**src/rtl/ctrl_pkg.sv**
```systemverilog
`default_nettype none
// ============================================================================
//  Module      : ctrl_pkg
//  Description : Shared types and encodings for the multi-cycle RV32I-subset
//                control unit: FSM states, ALU op codes, opcodes and the
//                datapath mux-select encodings.
//  Revision    : 1.0 - initial release
// ============================================================================
package ctrl_pkg;

  typedef enum logic [3:0] {
    S_FETCH    = 4'd0,
    S_DECODE   = 4'd1,
    S_EXEC_R   = 4'd2,
    S_EXEC_I   = 4'd3,
    S_ALU_WB   = 4'd4,
    S_MEM_ADDR = 4'd5,
    S_MEM_RD   = 4'd6,
    S_MEM_WB   = 4'd7,
    S_MEM_WR   = 4'd8,
    S_BRANCH   = 4'd9,
    S_JAL      = 4'd10
  } state_t;

  // ALU operation codes
  localparam logic [2:0] ALU_ADD = 3'b000;
  localparam logic [2:0] ALU_SUB = 3'b001;
  localparam logic [2:0] ALU_AND = 3'b010;
  localparam logic [2:0] ALU_OR  = 3'b011;
  localparam logic [2:0] ALU_XOR = 3'b100;

  // Supported major opcodes
  localparam logic [6:0] OP_R      = 7'b0110011;
  localparam logic [6:0] OP_I      = 7'b0010011;
  localparam logic [6:0] OP_LOAD   = 7'b0000011;
  localparam logic [6:0] OP_STORE  = 7'b0100011;
  localparam logic [6:0] OP_BRANCH = 7'b1100011;
  localparam logic [6:0] OP_JAL    = 7'b1101111;

  // ALU operand A select
  localparam logic [1:0] SRCA_PC    = 2'b00;
  localparam logic [1:0] SRCA_OLDPC = 2'b01;
  localparam logic [1:0] SRCA_RS1   = 2'b10;

  // ALU operand B select
  localparam logic [1:0] SRCB_RS2  = 2'b00;
  localparam logic [1:0] SRCB_IMM  = 2'b01;
  localparam logic [1:0] SRCB_FOUR = 2'b10;

  // Register write-back source select
  localparam logic [1:0] RES_ALUOUT = 2'b00;
  localparam logic [1:0] RES_MEM    = 2'b01;
  localparam logic [1:0] RES_ALU    = 2'b10;
  localparam logic [1:0] RES_PC     = 2'b11;

  // Immediate format select
  localparam logic [2:0] IMM_I = 3'b000;
  localparam logic [2:0] IMM_S = 3'b001;
  localparam logic [2:0] IMM_B = 3'b010;
  localparam logic [2:0] IMM_J = 3'b011;

  // Immediate format implied by an opcode; unknown opcodes fall back to I
  function automatic logic [2:0] imm_src_of(input logic [6:0] op);
    logic [2:0] sel;
    case (op)
      OP_STORE:  sel = IMM_S;
      OP_BRANCH: sel = IMM_B;
      OP_JAL:    sel = IMM_J;
      default:   sel = IMM_I;
    endcase
    return sel;
  endfunction

endpackage : ctrl_pkg
`default_nettype wire

```
**src/rtl/alu_op_decode.sv**
```systemverilog
`default_nettype none
// ============================================================================
//  Module      : alu_op_decode
//  Description : Maps (opcode, funct3, funct7[5]) to the 3-bit ALU op code
//                and flags whether the combination is a supported R/I op.
//  Revision    : 1.0 - initial release
// ============================================================================
module alu_op_decode (
  input  logic [6:0] opcode,
  input  logic [2:0] funct3,
  input  logic       funct7_5,
  output logic [2:0] alu_ctrl,
  output logic       legal
);
  import ctrl_pkg::*;

  logic w_is_r;
  logic w_is_alu_op;

  assign w_is_r      = (opcode == OP_R);
  assign w_is_alu_op = (opcode == OP_R) || (opcode == OP_I);

  // funct3 selects the operation; funct7[5] only matters for R-type (sub)
  always_comb begin
    alu_ctrl = ALU_ADD;
    legal    = 1'b0;
    case (funct3)
      3'b000: begin
        alu_ctrl = (w_is_r && funct7_5) ? ALU_SUB : ALU_ADD;
        legal    = 1'b1;
      end
      3'b100: begin
        alu_ctrl = ALU_XOR;
        legal    = !(w_is_r && funct7_5);
      end
      3'b110: begin
        alu_ctrl = ALU_OR;
        legal    = !(w_is_r && funct7_5);
      end
      3'b111: begin
        alu_ctrl = ALU_AND;
        legal    = !(w_is_r && funct7_5);
      end
      default: begin
        alu_ctrl = ALU_ADD;
        legal    = 1'b0;
      end
    endcase
    if (!w_is_alu_op) begin
      legal = 1'b0;
    end
  end

endmodule : alu_op_decode
`default_nettype wire

```
**src/rtl/multicycle_ctrl.sv**
```systemverilog
`default_nettype none
// ============================================================================
//  Module      : multicycle_ctrl
//  Description : Multi-cycle FSM controller for the RV32I-subset datapath.
//                Fetches over valid/ready, decodes latched fields and drives
//                mux selects, strobes and the ALU op code.
//  Revision    : 1.0 - initial release
// ============================================================================
module multicycle_ctrl #(
  parameter int DATA_WIDTH = 32
) (
  input  logic                  clk,
  input  logic                  rst_n,
  input  logic [DATA_WIDTH-1:0] instr,
  input  logic                  instr_valid,
  output logic                  instr_ready,
  input  logic                  EQ,
  input  logic                  mem_ready,
  output logic [2:0]            ALUctrl,
  output logic [1:0]            ALUSrcA,
  output logic [1:0]            ALUSrcB,
  output logic [2:0]            ImmSrc,
  output logic [1:0]            ResultSrc,
  output logic                  PCsrc,
  output logic                  PCWrite,
  output logic                  IRWrite,
  output logic                  RegWrite,
  output logic                  MemRead,
  output logic                  MemWrite,
  output logic                  illegal
);
  import ctrl_pkg::*;

  state_t     r_state;
  logic [6:0] r_opcode;
  logic [2:0] r_funct3;
  logic       r_funct7_5;

  logic [2:0] w_alu_ctrl;
  logic       w_alu_legal;
  logic       w_decode_legal;
  state_t     w_decode_next;

  // Only opcode, funct3 and funct7[5] are needed by the controller
  logic w_unused_instr_bits;
  assign w_unused_instr_bits = ^{instr[DATA_WIDTH-1:31], instr[29:15], instr[11:7]};

  alu_op_decode u_alu_op_decode (
    .opcode   (r_opcode),
    .funct3   (r_funct3),
    .funct7_5 (r_funct7_5),
    .alu_ctrl (w_alu_ctrl),
    .legal    (w_alu_legal)
  );

  // Legality check and dispatch target for the DECODE state
  always_comb begin
    w_decode_legal = 1'b0;
    w_decode_next  = S_FETCH;
    case (r_opcode)
      OP_R: begin
        w_decode_legal = w_alu_legal;
        w_decode_next  = S_EXEC_R;
      end
      OP_I: begin
        w_decode_legal = w_alu_legal;
        w_decode_next  = S_EXEC_I;
      end
      OP_LOAD, OP_STORE: begin
        w_decode_legal = (r_funct3 == 3'b010);
        w_decode_next  = S_MEM_ADDR;
      end
      OP_BRANCH: begin
        w_decode_legal = (r_funct3 == 3'b000) || (r_funct3 == 3'b001);
        w_decode_next  = S_BRANCH;
      end
      OP_JAL: begin
        w_decode_legal = 1'b1;
        w_decode_next  = S_JAL;
      end
      default: begin
        w_decode_legal = 1'b0;
        w_decode_next  = S_FETCH;
      end
    endcase
    if (!w_decode_legal) begin
      w_decode_next = S_FETCH;
    end
  end

  // State register and instruction-field latch
  always_ff @(posedge clk) begin
    if (!rst_n) begin
      r_state    <= S_FETCH;
      r_opcode   <= 7'd0;
      r_funct3   <= 3'd0;
      r_funct7_5 <= 1'b0;
    end else begin
      case (r_state)
        S_FETCH: begin
          if (instr_valid) begin
            r_opcode   <= instr[6:0];
            r_funct3   <= instr[14:12];
            r_funct7_5 <= instr[30];
            r_state    <= S_DECODE;
          end
        end
        S_DECODE:           r_state <= w_decode_next;
        S_EXEC_R, S_EXEC_I: r_state <= S_ALU_WB;
        S_ALU_WB:           r_state <= S_FETCH;
        S_MEM_ADDR:         r_state <= (r_opcode == OP_LOAD) ? S_MEM_RD : S_MEM_WR;
        S_MEM_RD:           if (mem_ready) r_state <= S_MEM_WB;
        S_MEM_WB:           r_state <= S_FETCH;
        S_MEM_WR:           if (mem_ready) r_state <= S_FETCH;
        S_BRANCH, S_JAL:    r_state <= S_FETCH;
        default:            r_state <= S_FETCH;
      endcase
    end
  end

  // Moore outputs; fetch strobes gated by instr_valid, branch PCWrite by EQ,
  // and everything forced low while reset is asserted
  always_comb begin
    instr_ready = 1'b0;
    ALUctrl     = ALU_ADD;
    ALUSrcA     = SRCA_PC;
    ALUSrcB     = SRCB_RS2;
    ImmSrc      = imm_src_of(r_opcode);
    ResultSrc   = RES_ALUOUT;
    PCsrc       = 1'b0;
    PCWrite     = 1'b0;
    IRWrite     = 1'b0;
    RegWrite    = 1'b0;
    MemRead     = 1'b0;
    MemWrite    = 1'b0;
    illegal     = 1'b0;
    case (r_state)
      S_FETCH: begin
        instr_ready = 1'b1;
        if (instr_valid) begin
          IRWrite = 1'b1;
          PCWrite = 1'b1;
          ALUSrcB = SRCB_FOUR;
        end
      end
      S_DECODE: begin
        ALUSrcA = SRCA_OLDPC;
        ALUSrcB = SRCB_IMM;
        illegal = !w_decode_legal;
      end
      S_EXEC_R: begin
        ALUSrcA = SRCA_RS1;
        ALUSrcB = SRCB_RS2;
        ALUctrl = w_alu_ctrl;
      end
      S_EXEC_I: begin
        ALUSrcA = SRCA_RS1;
        ALUSrcB = SRCB_IMM;
        ALUctrl = w_alu_ctrl;
      end
      S_ALU_WB: begin
        RegWrite  = 1'b1;
        ResultSrc = RES_ALUOUT;
      end
      S_MEM_ADDR: begin
        ALUSrcA = SRCA_RS1;
        ALUSrcB = SRCB_IMM;
      end
      S_MEM_RD:   MemRead = 1'b1;
      S_MEM_WB: begin
        RegWrite  = 1'b1;
        ResultSrc = RES_MEM;
      end
      S_MEM_WR:   MemWrite = 1'b1;
      S_BRANCH: begin
        ALUSrcA = SRCA_RS1;
        ALUSrcB = SRCB_RS2;
        ALUctrl = ALU_SUB;
        PCsrc   = 1'b1;
        PCWrite = r_funct3[0] ? !EQ : EQ;
      end
      S_JAL: begin
        PCWrite   = 1'b1;
        PCsrc     = 1'b1;
        RegWrite  = 1'b1;
        ResultSrc = RES_PC;
      end
      default: ;
    endcase
    if (!rst_n) begin
      instr_ready = 1'b0;
      ALUctrl     = 3'b000;
      ALUSrcA     = 2'b00;
      ALUSrcB     = 2'b00;
      ImmSrc      = 3'b000;
      ResultSrc   = 2'b00;
      PCsrc       = 1'b0;
      PCWrite     = 1'b0;
      IRWrite     = 1'b0;
      RegWrite    = 1'b0;
      MemRead     = 1'b0;
      MemWrite    = 1'b0;
      illegal     = 1'b0;
    end
  end

endmodule : multicycle_ctrl
`default_nettype wire

```
**config.mk**
```make
export PLATFORM = sky130hd
export DESIGN_NAME = multicycle_ctrl
export DESIGN_NICKNAME = d
export VERILOG_FILES = /design/src/rtl/ctrl_pkg.sv /design/src/rtl/alu_op_decode.sv /design/src/rtl/multicycle_ctrl.sv
export SDC_FILE = /design/constraint.sdc
export NUM_CORES = 1
export LEC_CHECK = 0
export BUFFER_PORTS_ARGS = -buffer_cell sky130_fd_sc_hd__buf_2
export CAP_MARGIN = 10
export CORE_AREA = 8 8 51 74
export CTS_BUF_LIST = sky130_fd_sc_hd__clkbuf_8
export CTS_CLUSTER_SIZE = 30
export DETAILED_ROUTE_END_ITERATION = 16
export DIE_AREA = 0 0 59 82
export GPL_ROUTABILITY_DRIVEN = 0
export HOLD_SLACK_MARGIN = 0.02
export PLACE_DENSITY_LB_ADDON = 0.2
export REMOVE_ABC_BUFFERS = 1
export SETUP_SLACK_MARGIN = 0.5
export SLEW_MARGIN = 20
export SYNTH_ARGS = -nofsm -noshare
export SYNTH_HDL_FRONTEND = slang
export SYNTH_SLANG_ARGS = --single-unit
```
**constraint.sdc**
```tcl
create_clock -name clk -period 2.3 [get_ports clk]
set_input_delay 0.46 -clock clk [delete_from_list [all_inputs] [get_ports clk]]
set_output_delay 0.46 -clock clk [all_outputs]
set_load 0.1 [all_outputs]
```
Yosys cells after proc, flatten, opt, wreduce, memory -nomap -nowiden --
Cells that the tools add are included.
Storage, ports and cells: output and inout bits 20, flip-flop bits (word level) 15, word-level logic and storage cells 87, bits of input ports 37
Operators by class: equal/unequal tests 24, reduce and logical (&&, ||, !) cells 18, muxes and demuxes 41
Operators with widths (number):
- case mux 4 bit (6 select lines) | 1
- two-way mux 4 bit | 5
- case mux 4 bit (5 select lines) | 1
- two-way mux 1 bit | 19
- equality test 4 x 3 -> 1 bit, second input constant | 4
- equality test 7 x 6 -> 1 bit, second input constant | 2
- equality test 7 bit, second input constant | 2
- equality test 4 bit, second input constant | 3
- case mux 2 bit (2 select lines) | 3
- case mux 3 bit (4 select lines) | 1
- equality test 3 bit, second input constant | 3
- OR reduction 3 bit | 3
- equality test 4 x 2 -> 1 bit, second input constant | 2
- two-way mux 2 bit | 4
- OR reduction 2 bit | 4
- equality test 7 x 2 -> 1 bit, second input constant | 1
- equality test 7 x 5 -> 1 bit, second input constant | 1
- two-way mux 3 bit | 2
- inequality test 2 bit, second input constant | 3
- case mux 2 bit (3 select lines) | 1
- case mux 3 bit (2 select lines) | 1
- equality test 4 x 1 -> 1 bit, second input constant | 1
- zero test 4 bit | 1
- case mux 1 bit (4 select lines) | 1
- 11 further kinds | 14

Longest topological paths before layout --
depth after elaboration 9, mapped depth 6, gate-level depth less buffers 4

Modules after synthesis --
A second synthesis with hierarchy kept.
Unflattened totals: cells, all modules 145, area, all modules 1122.3 sq um
By module, submodules not included:
- multicycle_ctrl | area each 1047.3 sq um, cells an instance 135, times used 1, sequential area each 300.3 sq um
- alu_op_decode | area each 75.1 sq um, cells an instance 10, times used 1, sequential area each 0.0 sq um

Least setup slack after synthesis --
OpenSTA, ideal clock, no wires.
path kind reg-to-output, from reg r_state[2], to out ALUSrcA[1], arrival 3.112 ns, data required time 1.840 ns, buffers on the path 1, setup slack -1.272 ns, stages on the path, launching flop included 5, path through dfxtp_1 -> clkbuf_1 -> nor2b_1 -> o21ai_0 -> a21boi_0
Between the ends: cells in the longest elaborated chain, start to end 4, elaborated cells between the ends (all ways) 8, classes of those cells eq/ne: 5; mux: 2; reduce/logical: 1
Ends and longest elaborated chain:
- start: declaration | line multicycle_ctrl.sv:34 | state_t r_state;
- start signal: assignment | line multicycle_ctrl.sv:108 | S_DECODE: r_state <= w_decode_next;
- start signal: assignment | line multicycle_ctrl.sv:111 | S_MEM_ADDR: r_state <= (r_opcode == OP_LOAD) ? S_MEM_RD : S_MEM_WR;
- equality test 4 bit, or another cell as far along | line multicycle_ctrl.sv:137 | case (r_state)
- OR reduction 4 bit (no source line)
- case mux 2 bit (2 select lines) (*) | line multicycle_ctrl.sv:137
- two-way mux 2 bit (*) | line multicycle_ctrl.sv:190 | if (!rst_n) begin
- end: declaration | line multicycle_ctrl.sv:20 | output logic [1:0] ALUSrcA,
Mark *: on every way between the ends. The rest lies on a longest branch, timed or not.

Final worst setup path --
from reg r_funct3[0], to out illegal
Between the ends: cells in the longest elaborated chain, start to end 8, elaborated cells between the ends (all ways) 14, classes of those cells eq/ne: 5; mux: 5; reduce/logical: 4
Ends and longest elaborated chain:
- start: declaration | line multicycle_ctrl.sv:36 | logic [2:0] r_funct3;
- start signal: assignment | line multicycle_ctrl.sv:103 | r_funct3 <= instr[14:12];
- equality test 3 bit | line alu_op_decode.sv:27 | case (funct3)
- OR reduction 3 bit (no source line)
- case mux 1 bit (2 select lines) | line alu_op_decode.sv:27
- two-way mux 1 bit | line alu_op_decode.sv:49 | if (!w_is_alu_op) begin
- case mux 1 bit (4 select lines) (*) | line multicycle_ctrl.sv:60 | case (r_opcode)
- zero test 1 bit (*) | line multicycle_ctrl.sv:149 | illegal = !w_decode_legal;
- two-way mux 1 bit (*) | line multicycle_ctrl.sv:137
- two-way mux 1 bit (*) | line multicycle_ctrl.sv:190
- end: declaration | line multicycle_ctrl.sv:30 | output logic illegal
Marked as above.

==> flow_metrics.py <==
metrics = {
    "outcome": {
        "outcome": "complete, no violations",
    },
    "finish": {
        "antennaDiodeCount": 0,
        "area_growth_pct": 92.7,
        "fin_util_pct": 81.7,
        "final-instance-count-excl-fill": 245,
        "drive_gt1_share_pct": 61.7,
        "fin_nets": 244,
        "design_area_mm2": 0.00226,
    },
    "yosys": {
        "yosysTopAreaCellShare_pct": 25.6,
        "synth_enable_flop_cells": 0,
        "synthTopCellsByCount": "dfxtp_1 (15), mux2i_1 (15), nor2b_1 (15)",
        "ys_top_cells_by_area": "dfxtp_1 (26%), mux2i_1 (13%), nor2b_1 (8.0%)",
        "async_flop_share_pct": 0,
        "yosys_warnings": 0,
        "synth_seq_area_share_pct": 25.6,
        "synthDistinctLibCells": 41,
        "yosysTopAreaCell": "dfxtp_1",
        "synthFlopType": "dfxtp_1",
        "synth-seq-cells": 15,
        "netlist_area_mm2": 0.00117,
        "syn_area_per_cell_um2": 8.13,
        "syn_inst": 144,
    },
    "floorplanning": {
        "row_count": 24,
        "start_util_pct": 42.4,
        "pin_count": 57,
        "dieWidth_um": 59,
        "design.core.area_mm2": 0.00276,
        "die_area_mm2": 0.00484,
        "fp.dieH_um": 82,
    },
    "sta": {
        "fin_crit_ns": 2.20,
        "fmax_mhz": 454,
        "setup_viol": 0,
        "drv_slew": 0,
        "finClkSkew_ns": 0.00585,
        "fin_crit_sh_pct": 95.8,
        "holdWs_ns": 0.457,
        "rsz0062_at_grt": "true",
        "hold_viol": 0,
    },
    "critical_path": {
        "path_max_fanout": 4,
        "reg2reg_depth": 7,
        "setup.worst_path.start_class": "register",
        "cp-end-kind": "primary output",
        "r2r_slack_ns": 0.53,
        "critPathKind": "register to primary output",
        "r2r-end": "r_state[0]",
        "critPathRequiredTime_ns": 1.84,
        "crit_arrival_ns": 1.74,
        "reg2reg_from": "r_funct3[0]",
    },
    "cts": {
        "cts_tree": "yes",
        "clock_sinks": 15,
        "cts_made_buffers": 3,
        "h-tree-depth": 1,
        "clock_latency_ns": 0.26,
        "clockBufferDepth": 2,
        "cts_root_buffer": "clkbuf_8",
        "path_clk_slew_ns": 0.07,
    },
    "worst_hold_path": {
        "hold-path-endpoint": "r_funct3[2]",
        "min_path_type": "input port to register",
        "hp-start": "instr[14]",
        "hold_path_depth": 3,
    },
    "pwr": {
        "power.density_mw_per_mm2": 343,
        "combPwrFrac_pct": 34.1,
        "p_clk_share_pct": 28.5,
        "p_sw_w": 0.000267,
        "ir_worst_vdd_mv": 0.513,
        "p_leak_nw": 0.892,
        "finalPower_w": 0.000775,
        "p_seq_share_pct": 37.4,
        "internal_power_w": 0.000508,
        "p_sw_share_pct": 34.4,
    },
    "global_route": {
        "antenna_found_initial": 0,
        "grt_max_degree": 24,
        "grt_pass1_wl_mm": 6.67,
        "first_global_vias": 1429,
        "gr-total-overflow": 0,
        "grt_usage_pct": 17.8,
    },
    "place": {
        "numPlacedInstances": 214,
        "numPortBuffers": 34,
        "placed_area_mm2": 0.00156,
        "dp_hpwl_mm": 2.34,
    },
    "run": {
        "cap_violations": 0,
    },
    "route": {
        "wire_per_inst_um": 19.1,
        "drt_wl_total_mm": 4.68,
        "drt_drc_violations_left": 0,
        "drt_iter0_drc": 44,
        "drt_pass1_iterations": 4,
        "vias": 1368,
        "viasPerCell": 5.58,
        "postRouteAntennaNets": 0,
    },
}
timing repair:
| action | 4_1_cts | 5_1_grt |
|---|---|---|
| pin swaps | 20 | 18 |
| setup endpoints to repair | 19 | 19 |
| resized for setup | 99 | 19 |
| hold buffers | 0 | 0 |
| buffers inserted | 20 | 7 |
how the worst max path moves through the flow:
| stage | slack (ns) | to | start | depth (start not counted) |
|---|---|---|---|---|
| finish | 0.1 | illegal | r_funct3[0] | 6 |
| global route | 0.04 | illegal | r_funct3[1] | 6 |
| CTS | 0.02 | illegal | r_funct3[0] | 5 |
| detailed placement | 0.18 | ALUctrl[0] | rst_n | 7 |
| global placement | 0.20 | ALUctrl[0] | rst_n | 7 |
| floorplan | -1.20 | ALUSrcA[1] | r_state[0] | 3 |
cell usage in the layout (no fill, tap or decap), drive strengths merged, types with 4 or more instances in the layout:
cell    instances
mux2i          15
nand2b          5
a21boi          4
a21oi           4
buf            69
nand2          13
nor2b          15
nor2            8
and2            5
o21ai           8
nor3            4
nand3b          5
clkbuf          4
dfxtp          15
power by group through the flow:
stage                     registers, W  logic (W)  clock network, W
after global routing          0.000291   0.000277          0.000235
final                         0.000289   0.000264          0.000221
after detailed placement      0.000296   0.000189                 0
after global placement        0.000295   0.000186                 0
after CTS                     0.000289   0.000245          0.000221
after floorplan               0.000297   0.000129                 0
area by class of cell:
cell class / count / area [um2]
clock buffer: 3 / 41.3
clock inverter: 1 / 5.00
tap: 39 / 48.8
fill: 161 / 505
inverter: 1 / 3.75
timing repair buffer: 70 / 791
sequential: 15 / 324
multi-input combinational: 116 / 1040
critical path: stages, from the launching register on:
cell	delay [ns]
dfxtp_4	0.35
buf_4	0.15
or2_4	0.28
a32oi_1	0.28
a211oi_4	0.11
and2_4	0.16
buf_12	0.16
flip-flops by register name, summed over array words and instances, names as in the netlist:
register	cells
r_funct3	3
r_funct7_5	1
r_opcode	7
r_state	4
metal layers:
layer	vias to the layer above	GRT usage, %	wire (um)
li1	634	-	-
met1	669	15.6	1660
met2	47	33.2	2640
met3	18	3.92	180
met4	0	15.1	201
met5	-	0	0
metrics by stage:
| stage | worst slack [ns] | setup TNS (ns) |
|---|---|---|
| final | 0.0973 | 0 |
| after global routing | 0.0428 | 0 |
| after CTS | 0.0213 | 0 |
| after detailed placement | 0.180 | 0 |
| after global placement | 0.201 | 0 |
| after floorplan | -1.20 | -7.30 |
kinds of logic after synthesis:
family,count (synthesis),synth area share [%]
simple gates,71,36.5
compound gates,26,16.8
mux,15,12.8
flops,15,25.6
buf+inv,13,5.66
xor+xnor,3,2.24
other cells,1,0.320
No activity file was read; power rests on OpenSTA's default activity.
